File: config.mk
export PLATFORM = sky130hd
export DESIGN_NAME = fetch_decode_skid_reg_flat
export DESIGN_NICKNAME = d
export VERILOG_FILES = /design/src/rtl/pipe_pkg.sv /design/src/rtl/fetch_decode_skid_reg_if.sv /design/src/rtl/pipe_slot.sv /design/src/rtl/fetch_decode_skid_reg.sv /design/src/flat_wrapper.sv
export SDC_FILE = /design/constraint.sdc
export NUM_CORES = 1
export LEC_CHECK = 0
export ABC_AREA = 1
export CELL_PAD_IN_SITES_DETAIL_PLACEMENT = 1
export CELL_PAD_IN_SITES_GLOBAL_PLACEMENT = 2
export CORE_UTILIZATION = 29
export DETAILED_ROUTE_END_ITERATION = 8
export PLACE_DENSITY = 0.83
export SETUP_SLACK_MARGIN = 0.02
export SYNTH_ARGS = -nofsm -noshare
export SYNTH_HDL_FRONTEND = slang
export SYNTH_SLANG_ARGS = --single-unit
File: constraint.sdc
create_clock -name CLK -period 2.91 [get_ports CLK]
set_input_delay 0.4365 -clock CLK [delete_from_list [all_inputs] [get_ports CLK]]
set_output_delay 0.4365 -clock CLK [all_outputs]
set_load 0.01 [all_outputs]
File: src/rtl/pipe_pkg.sv
// Shared pipeline types for the Fetch->Decode register and later stage registers.
//   pipe_state_t : occupancy of a two-slot (main + skid) stage register
//   RV_NOP       : addi x0,x0,0, the bubble inserted on reset/flush
//   fd_payload_t : {instr, pc, pcplus4}, same bit order as the packed slot payload
package pipe_pkg;
   localparam int unsigned XLEN   = 32;
   localparam logic [31:0] RV_NOP = 32'h00000013;

   typedef enum logic [1:0] {PS_EMPTY, PS_BUSY, PS_FULL} pipe_state_t;

   typedef struct packed {
      logic [XLEN-1:0] instr;
      logic [XLEN-1:0] pc;
      logic [XLEN-1:0] pcplus4;
   } fd_payload_t;
endpackage

File: src/rtl/fetch_decode_skid_reg_if.sv
// Fetch->Decode handshake bundle.
//   F side : InstrF, PCF, PCPlus4F, ValidF (from fetch), ReadyF (to fetch)
//   D side : InstrD, PCD, PCPlus4D, ValidD (to decode), ReadyD (from decode)
// master = the surrounding pipeline (fetch + decode), slave = the stage register.
interface fetch_decode_skid_reg_if #(
   parameter int unsigned DATA_WIDTH = 32
);
   logic [DATA_WIDTH-1:0] InstrF;
   logic [DATA_WIDTH-1:0] PCF;
   logic [DATA_WIDTH-1:0] PCPlus4F;
   logic                  ValidF;
   logic                  ReadyF;
   logic [DATA_WIDTH-1:0] InstrD;
   logic [DATA_WIDTH-1:0] PCD;
   logic [DATA_WIDTH-1:0] PCPlus4D;
   logic                  ValidD;
   logic                  ReadyD;

   modport master (
      output InstrF, PCF, PCPlus4F, ValidF, ReadyD,
      input  ReadyF, InstrD, PCD, PCPlus4D, ValidD
   );

   modport slave (
      input  InstrF, PCF, PCPlus4F, ValidF, ReadyD,
      output ReadyF, InstrD, PCD, PCPlus4D, ValidD
   );
endinterface

File: src/rtl/pipe_slot.sv
// Single payload register with load enable and synchronous clear-to-constant.
//   clk : rising-edge clock
//   clr : synchronous clear to CLR_VAL (wins over ld)
//   ld  : capture d
//   d/q : payload in/out
module pipe_slot #(
   parameter int unsigned W       = 96,
   parameter logic [W-1:0] CLR_VAL = '0
) (
   input  logic         clk,
   input  logic         clr,
   input  logic         ld,
   input  logic [W-1:0] d,
   output logic [W-1:0] q
);
   always_ff @(posedge clk) begin
      if (clr)     q <= CLR_VAL;
      else if (ld) q <= d;
   end
endmodule

File: src/rtl/fetch_decode_skid_reg.sv
// Fetch->Decode pipeline register with valid/ready handshake and a 2-entry
// skid buffer (main slot drives decode, skid slot absorbs one overflow beat).
// ReadyF is a function of the state register and RST/FLUSH only, so there is
// no combinational path from ReadyD to ReadyF.
//   CLK   : rising-edge clock
//   RST   : synchronous active-high reset
//   FLUSH : synchronous flush, same register effect as RST (RST has priority)
//   bus   : fetch_decode_skid_reg_if.slave (F payload in, D payload out)
//   StallCntD : present only with FD_STALL_CNT_EN defined; saturating count of
//               cycles with ValidD & ~ReadyD, cleared by RST only
module fetch_decode_skid_reg
   import pipe_pkg::*;
#(
   parameter int unsigned           DATA_WIDTH = 32,
   parameter logic [DATA_WIDTH-1:0] NOP_INSTR  = DATA_WIDTH'(RV_NOP),
   parameter logic [DATA_WIDTH-1:0] PC_RESET   = '0
) (
   input  logic                      CLK,
   input  logic                      RST,
   input  logic                      FLUSH,
`ifdef FD_STALL_CNT_EN
   output logic [31:0]               StallCntD,
`endif
   fetch_decode_skid_reg_if.slave    bus
);
   localparam int unsigned  PW          = 3 * DATA_WIDTH;
   localparam logic [PW-1:0] CLR_PAYLOAD = {NOP_INSTR, PC_RESET, PC_RESET};

   pipe_state_t   state, state_nxt;
   logic          clr;
   logic          rdy_st, vld_st;
   logic          main_ld, main_clr, main_from_skid, skid_ld;
   logic [PW-1:0] f_payload, main_d, main_q, skid_q;

   assign clr       = RST | FLUSH;
   assign f_payload = {bus.InstrF, bus.PCF, bus.PCPlus4F};
   assign main_d    = main_from_skid ? skid_q : f_payload;

   // state register
   always_ff @(posedge CLK) begin
      if (RST) state <= PS_EMPTY;
      else     state <= state_nxt;
   end

   // next state
   always_comb begin
      state_nxt = state;
      if (FLUSH) begin
         state_nxt = PS_EMPTY;
      end else begin
         case (state)
            PS_EMPTY: if (bus.ValidF) state_nxt = PS_BUSY;
            PS_BUSY: begin
               if (bus.ValidF && !bus.ReadyD)      state_nxt = PS_FULL;
               else if (!bus.ValidF && bus.ReadyD) state_nxt = PS_EMPTY;
            end
            PS_FULL:  if (bus.ReadyD) state_nxt = PS_BUSY;
            default:  state_nxt = PS_EMPTY;
         endcase
      end
   end

   // outputs / slot controls; clr overrides every load inside the slots
   always_comb begin
      rdy_st         = 1'b0;
      vld_st         = 1'b0;
      main_ld        = 1'b0;
      main_clr       = 1'b0;
      main_from_skid = 1'b0;
      skid_ld        = 1'b0;
      case (state)
         PS_EMPTY: begin
            rdy_st  = 1'b1;
            main_ld = bus.ValidF;
         end
         PS_BUSY: begin
            rdy_st   = 1'b1;
            vld_st   = 1'b1;
            main_ld  = bus.ValidF & bus.ReadyD;
            skid_ld  = bus.ValidF & ~bus.ReadyD;
            // main drained with nothing behind it: show the bubble, not stale data
            main_clr = ~bus.ValidF & bus.ReadyD;
         end
         PS_FULL: begin
            vld_st         = 1'b1;
            main_ld        = bus.ReadyD;
            main_from_skid = 1'b1;
         end
         default: ;
      endcase
   end

   pipe_slot #(.W(PW), .CLR_VAL(CLR_PAYLOAD)) u_main (
      .clk (CLK),
      .clr (clr | main_clr),
      .ld  (main_ld),
      .d   (main_d),
      .q   (main_q)
   );

   // skid contents are never visible while invalid; cleared only for tidiness
   pipe_slot #(.W(PW), .CLR_VAL(CLR_PAYLOAD)) u_skid (
      .clk (CLK),
      .clr (clr),
      .ld  (skid_ld),
      .d   (f_payload),
      .q   (skid_q)
   );

   assign bus.ReadyF = rdy_st & ~clr;
   assign bus.ValidD = vld_st;
   assign {bus.InstrD, bus.PCD, bus.PCPlus4D} = main_q;

`ifdef FD_STALL_CNT_EN
   always_ff @(posedge CLK) begin
      if (RST)
         StallCntD <= '0;
      else if (vld_st && !bus.ReadyD && (StallCntD != 32'hFFFF_FFFF))
         StallCntD <= StallCntD + 32'd1;
   end
`endif
endmodule

File: src/flat_wrapper.sv
// flat-port wrapper written by rule: the top's interface ports become plain ports
module fetch_decode_skid_reg_flat import pipe_pkg::*;
#(
   parameter int unsigned           DATA_WIDTH = 32,
   parameter logic [DATA_WIDTH-1:0] NOP_INSTR  = DATA_WIDTH'(RV_NOP),
   parameter logic [DATA_WIDTH-1:0] PC_RESET   = '0
)
  (CLK, RST, FLUSH, bus_InstrF, bus_PCF, bus_PCPlus4F, bus_ValidF, bus_ReadyD, bus_ReadyF, bus_InstrD, bus_PCD, bus_PCPlus4D, bus_ValidD);
  fetch_decode_skid_reg_if #(.DATA_WIDTH(DATA_WIDTH)) bus_i ();
  input  logic CLK;
  input  logic RST;
  input  logic FLUSH;
  input wire logic [$bits(bus_i.InstrF)-1:0] bus_InstrF;
  input wire logic [$bits(bus_i.PCF)-1:0] bus_PCF;
  input wire logic [$bits(bus_i.PCPlus4F)-1:0] bus_PCPlus4F;
  input wire logic [$bits(bus_i.ValidF)-1:0] bus_ValidF;
  input wire logic [$bits(bus_i.ReadyD)-1:0] bus_ReadyD;
  output wire logic [$bits(bus_i.ReadyF)-1:0] bus_ReadyF;
  output wire logic [$bits(bus_i.InstrD)-1:0] bus_InstrD;
  output wire logic [$bits(bus_i.PCD)-1:0] bus_PCD;
  output wire logic [$bits(bus_i.PCPlus4D)-1:0] bus_PCPlus4D;
  output wire logic [$bits(bus_i.ValidD)-1:0] bus_ValidD;
  assign bus_i.InstrF = bus_InstrF;
  assign bus_i.PCF = bus_PCF;
  assign bus_i.PCPlus4F = bus_PCPlus4F;
  assign bus_i.ValidF = bus_ValidF;
  assign bus_i.ReadyD = bus_ReadyD;
  assign bus_ReadyF = bus_i.ReadyF;
  assign bus_InstrD = bus_i.InstrD;
  assign bus_PCD = bus_i.PCD;
  assign bus_PCPlus4D = bus_i.PCPlus4D;
  assign bus_ValidD = bus_i.ValidD;
  fetch_decode_skid_reg #(.DATA_WIDTH(DATA_WIDTH), .NOP_INSTR(NOP_INSTR), .PC_RESET(PC_RESET)) u_core (.CLK(CLK), .RST(RST), .FLUSH(FLUSH), .bus(bus_i));
endmodule
==> flow_metrics.py <==
metrics = {
    "run_status": {
        "outcome": "completed",
    },
    "clock_network": {
        "cts_tree": "built",
        "htreeDepth": 4,
        "clock_path_buffers": 2,
        "clockRootBuffer": "clkbuf_16",
        "cts_hold_repair.buffers": 0,
        "clock_latency_ns": 0.43,
        "post_cts_buffers": 0,
        "clkTransAtPathRegs_ns": 0.08,
        "cts_inserted_buffers": 17,
        "cts_sinks": 194,
        "ctsResizeCount": 0,
    },
    "timing": {
        "hold_ws_ns": 0.4743,
        "fmaxAchievable_mhz": 418.9,
        "rsz0062_at_grt": "false",
        "tightest_slew_ns": 0.9073,
        "fin_tns_setup_ns": 0,
        "maxSlewHeadroom_pct": 39.52,
        "setup_viol_count_final": 0,
        "finalHoldViolCount": 0,
        "fin_skew_ns": 0.01657,
        "finalCritPeriodShare_pct": 82.03,
        "fin_ws_ns": 0.5229,
        "slew_viol_final": 0,
        "fin_crit_ns": 2.387,
    },
    "critical_path": {
        "rr_startpoint": "u_core.state[0]",
        "regToRegEndpoint": "u_core.u_main.q[13]",
        "cpPeakStageDelay_ns": 0.53,
        "crit_chain": "inv_1 -> ha_1 -> o21a_1 -> clkdlybuf4s50_1",
        "cp_max_fo": 5,
        "critPathCaptureType": "output port",
        "ff2ff_setup_slack_ns": 0.84,
        "cp.required_ns": 2.47,
        "worstSetupPathType": "reg -> out",
        "cpLargestDelayFamily": "buffers and inverters",
        "crit_arrival_ns": 1.95,
        "critPathLaunchType": "register",
        "cp_slowest_cell": "clkdlybuf4s50_1",
        "path_buf_inv": 2,
        "r2r_cells": 7,
    },
    "grt": {
        "antenna_found_initial": 1,
        "grt_overflow_total": 0,
        "track_usage_pct": 16.99,
        "grt_pass1_vias": 8733,
        "grt_pass1_wl_mm": 43.64,
        "grt_max_degree": 195,
    },
    "min_path": {
        "holdPathStages": 2,
        "min_path_type": "reg -> reg",
        "min_to": "u_core.u_main.q[64]",
        "min-delay-start": "u_core.u_main.q[64]",
    },
    "floorplan": {
        "die_y_um": 178.3,
        "dieArea_sq_um": 31790,
        "design.core.area_sq_um": 30590,
        "core.rowCount": 64,
        "die_x_um": 178.3,
        "start_util_pct": 29.47,
        "io_pins": 199,
    },
    "run": {
        "cap_viol_max_count": 0,
    },
    "final_layout": {
        "drive_above_1_share_pct": 3.536,
        "synthToLayoutAreaGrowth_pct": 31.46,
        "multi_input_area_sq_um": 3928,
        "final_area_sq_um": 11850,
        "final_nets": 1620,
        "fillers": 3816,
        "final-seq-area_sq_um": 3884,
    },
    "place": {
        "post_dp_cell_area_sq_um": 11270,
        "gp_congestion": 0.7151,
        "detailed_place_hpwl_mm": 16.56,
        "place_ws_ns": 0.5921,
        "portBuffers": 198,
    },
    "power": {
        "clockPowerShare_pct": 37.9,
        "ir_drop_uv": 333.1,
        "finalPower_mw": 6.225,
        "p_switching_mw": 1.780,
        "p_int_mw": 4.445,
        "sequentialPowerShare_pct": 45.2,
        "p_per_area_nw_per_um2": 525.3,
        "leakage_nw": 5.755,
        "p_sw_share_pct": 28.60,
        "pwr-share-comb_pct": 16.9,
    },
    "logic_synthesis": {
        "ys_seq_area_share_pct": 43.08,
        "synth_area_leaders": "dfxtp_1 (43%), nor2_1 (12%), a21oi_1 (10%), nand2_1 (8.7%), inv_1 (8.2%)",
        "syn-cell-area_sq_um": 9015,
        "synthesis.nets": 1491,
        "synth_most_common_cell": "nor2_1",
        "async_flop_share_pct": 0,
        "synth_edf_count": 0,
        "yosysWarnings": 0,
        "ys_ff_latch": 194,
        "synth_flop_cell": "dfxtp_1",
        "synth_top_cell_by_area": "dfxtp_1",
        "syn_inst": 1385,
        "synth_cell_types": 16,
        "synth_top_area_share_pct": 43.08,
        "avgSynthCellArea_sq_um": 6.509,
        "synth_common_cells": "nor2_1 (281), nand2_1 (208), inv_1 (196)",
    },
    "detailed_routing": {
        "dr.pass1.iters": 4,
        "post-route-drc-count": 0,
        "post_drt_via_cell_ratio": 4.572,
        "drt_iter0_markers": 330,
        "vias": 8797,
        "ant_nets": 0,
        "wl_per_cell_um": 13.79,
        "wl_mm": 26.54,
    },
}
## power groups by stage
| stage | registers (mW) | logic (mW) | clock network [mW] |
|---|---|---|---|
| global route | 2.83 | 1.19 | 2.57 |
| floorplan | 2.90 | 0.571 | 0 |
| detailed placement | 2.88 | 1.07 | 0 |
| global placement | 2.88 | 1.05 | 0 |
| finish | 2.81 | 1.05 | 2.36 |
| CTS | 2.82 | 1.07 | 2.45 |
## how the worst max path moves through the flow
stage	startpoint	to	slack [ns]	cells after the start
5_1_grt	u_core.state[0]	bus_ReadyF	0.40	4
6_report	u_core.state[0]	bus_ReadyF	0.52	4
2_1_floorplan	FLUSH	bus_ReadyF	1.26	4
3_5_place_dp	bus_ReadyD	u_core.u_main.q[27]	0.59	7
4_1_cts	u_core.state[0]	bus_ReadyF	0.48	4
3_3_place_gp	FLUSH	bus_ReadyF	0.62	4
## registers in the layout, summed over array words and instances (netlist names)
register,flops
u_core.u_main.q,96
u_core.u_skid.q,96
u_core.state,2
## cells in the final DEF, fill, tap and decap left out
cell,count
nor2_4,2
dfxtp_1,194
diode_2,1
clkbuf_16,17
nand2_1,208
o211ai_1,3
ha_4,1
clkinv_2,1
ha_1,4
o21ai_0,97
o21a_1,1
clkinv_4,7
clkbuf_8,3
buf_12,9
inv_6,2
nand3_1,104
a21oi_1,188
clkdlybuf4s50_1,198
nand3_4,1
buf_4,7
inv_1,195
nor2_1,281
inv_8,4
## stage by stage
stage / util, % / cells
6_report: 38.74 / 1924
5_1_grt: 38.74 / 1923
4_1_cts: 38.74 / 1923
3_5_place_dp: 36.83 / 1891
3_3_place_gp: 36.83 / 1891
2_1_floorplan: - / 1385
## per-layer routing
metal / GRT usage, % / wire length (um)
met1: 23.08 / 13320
met3: 3.197 / 1073
met2: 27.93 / 11910
met4: 3.390 / 240
met5: 0 / 0
## worst register-to-register path: stages (launching register included)
cell and delay, ns:
dfxtp_1 0.43, inv_1 0.12, ha_1 0.26, nand2_1 0.12, nand3_4 0.38, buf_12 0.40
a21oi_1 0.20, nor2_1 0.07
## final cells by class
| type | count | area share, % |
|---|---|---|
| sequential | 194 | 32.77 |
| antenna | 1 | 0.02111 |
| multi-input combinational | 890 | 33.14 |
| clock inverter | 12 | 0.9713 |
| tap | 396 | 4.181 |
| inverter | 197 | 6.292 |
| clock buffer | 20 | 3.938 |
| timing repair buffer | 214 | 18.69 |
## cell families (layout without fill, tap and decap cells)
group | after synthesis | in the layout | synth area share, %
buffers and inverters | 301 | 443 | 13.74
DFF | 194 | 194 | 43.08
other | 0 | 1 | 0
adders and majority gates | 5 | 5 | 0.6940
and+or+nand+nor | 596 | 596 | 26.33
AOI/OAI and AO/OA | 289 | 289 | 16.16
No activity file was read; power rests on OpenSTA's default activity.
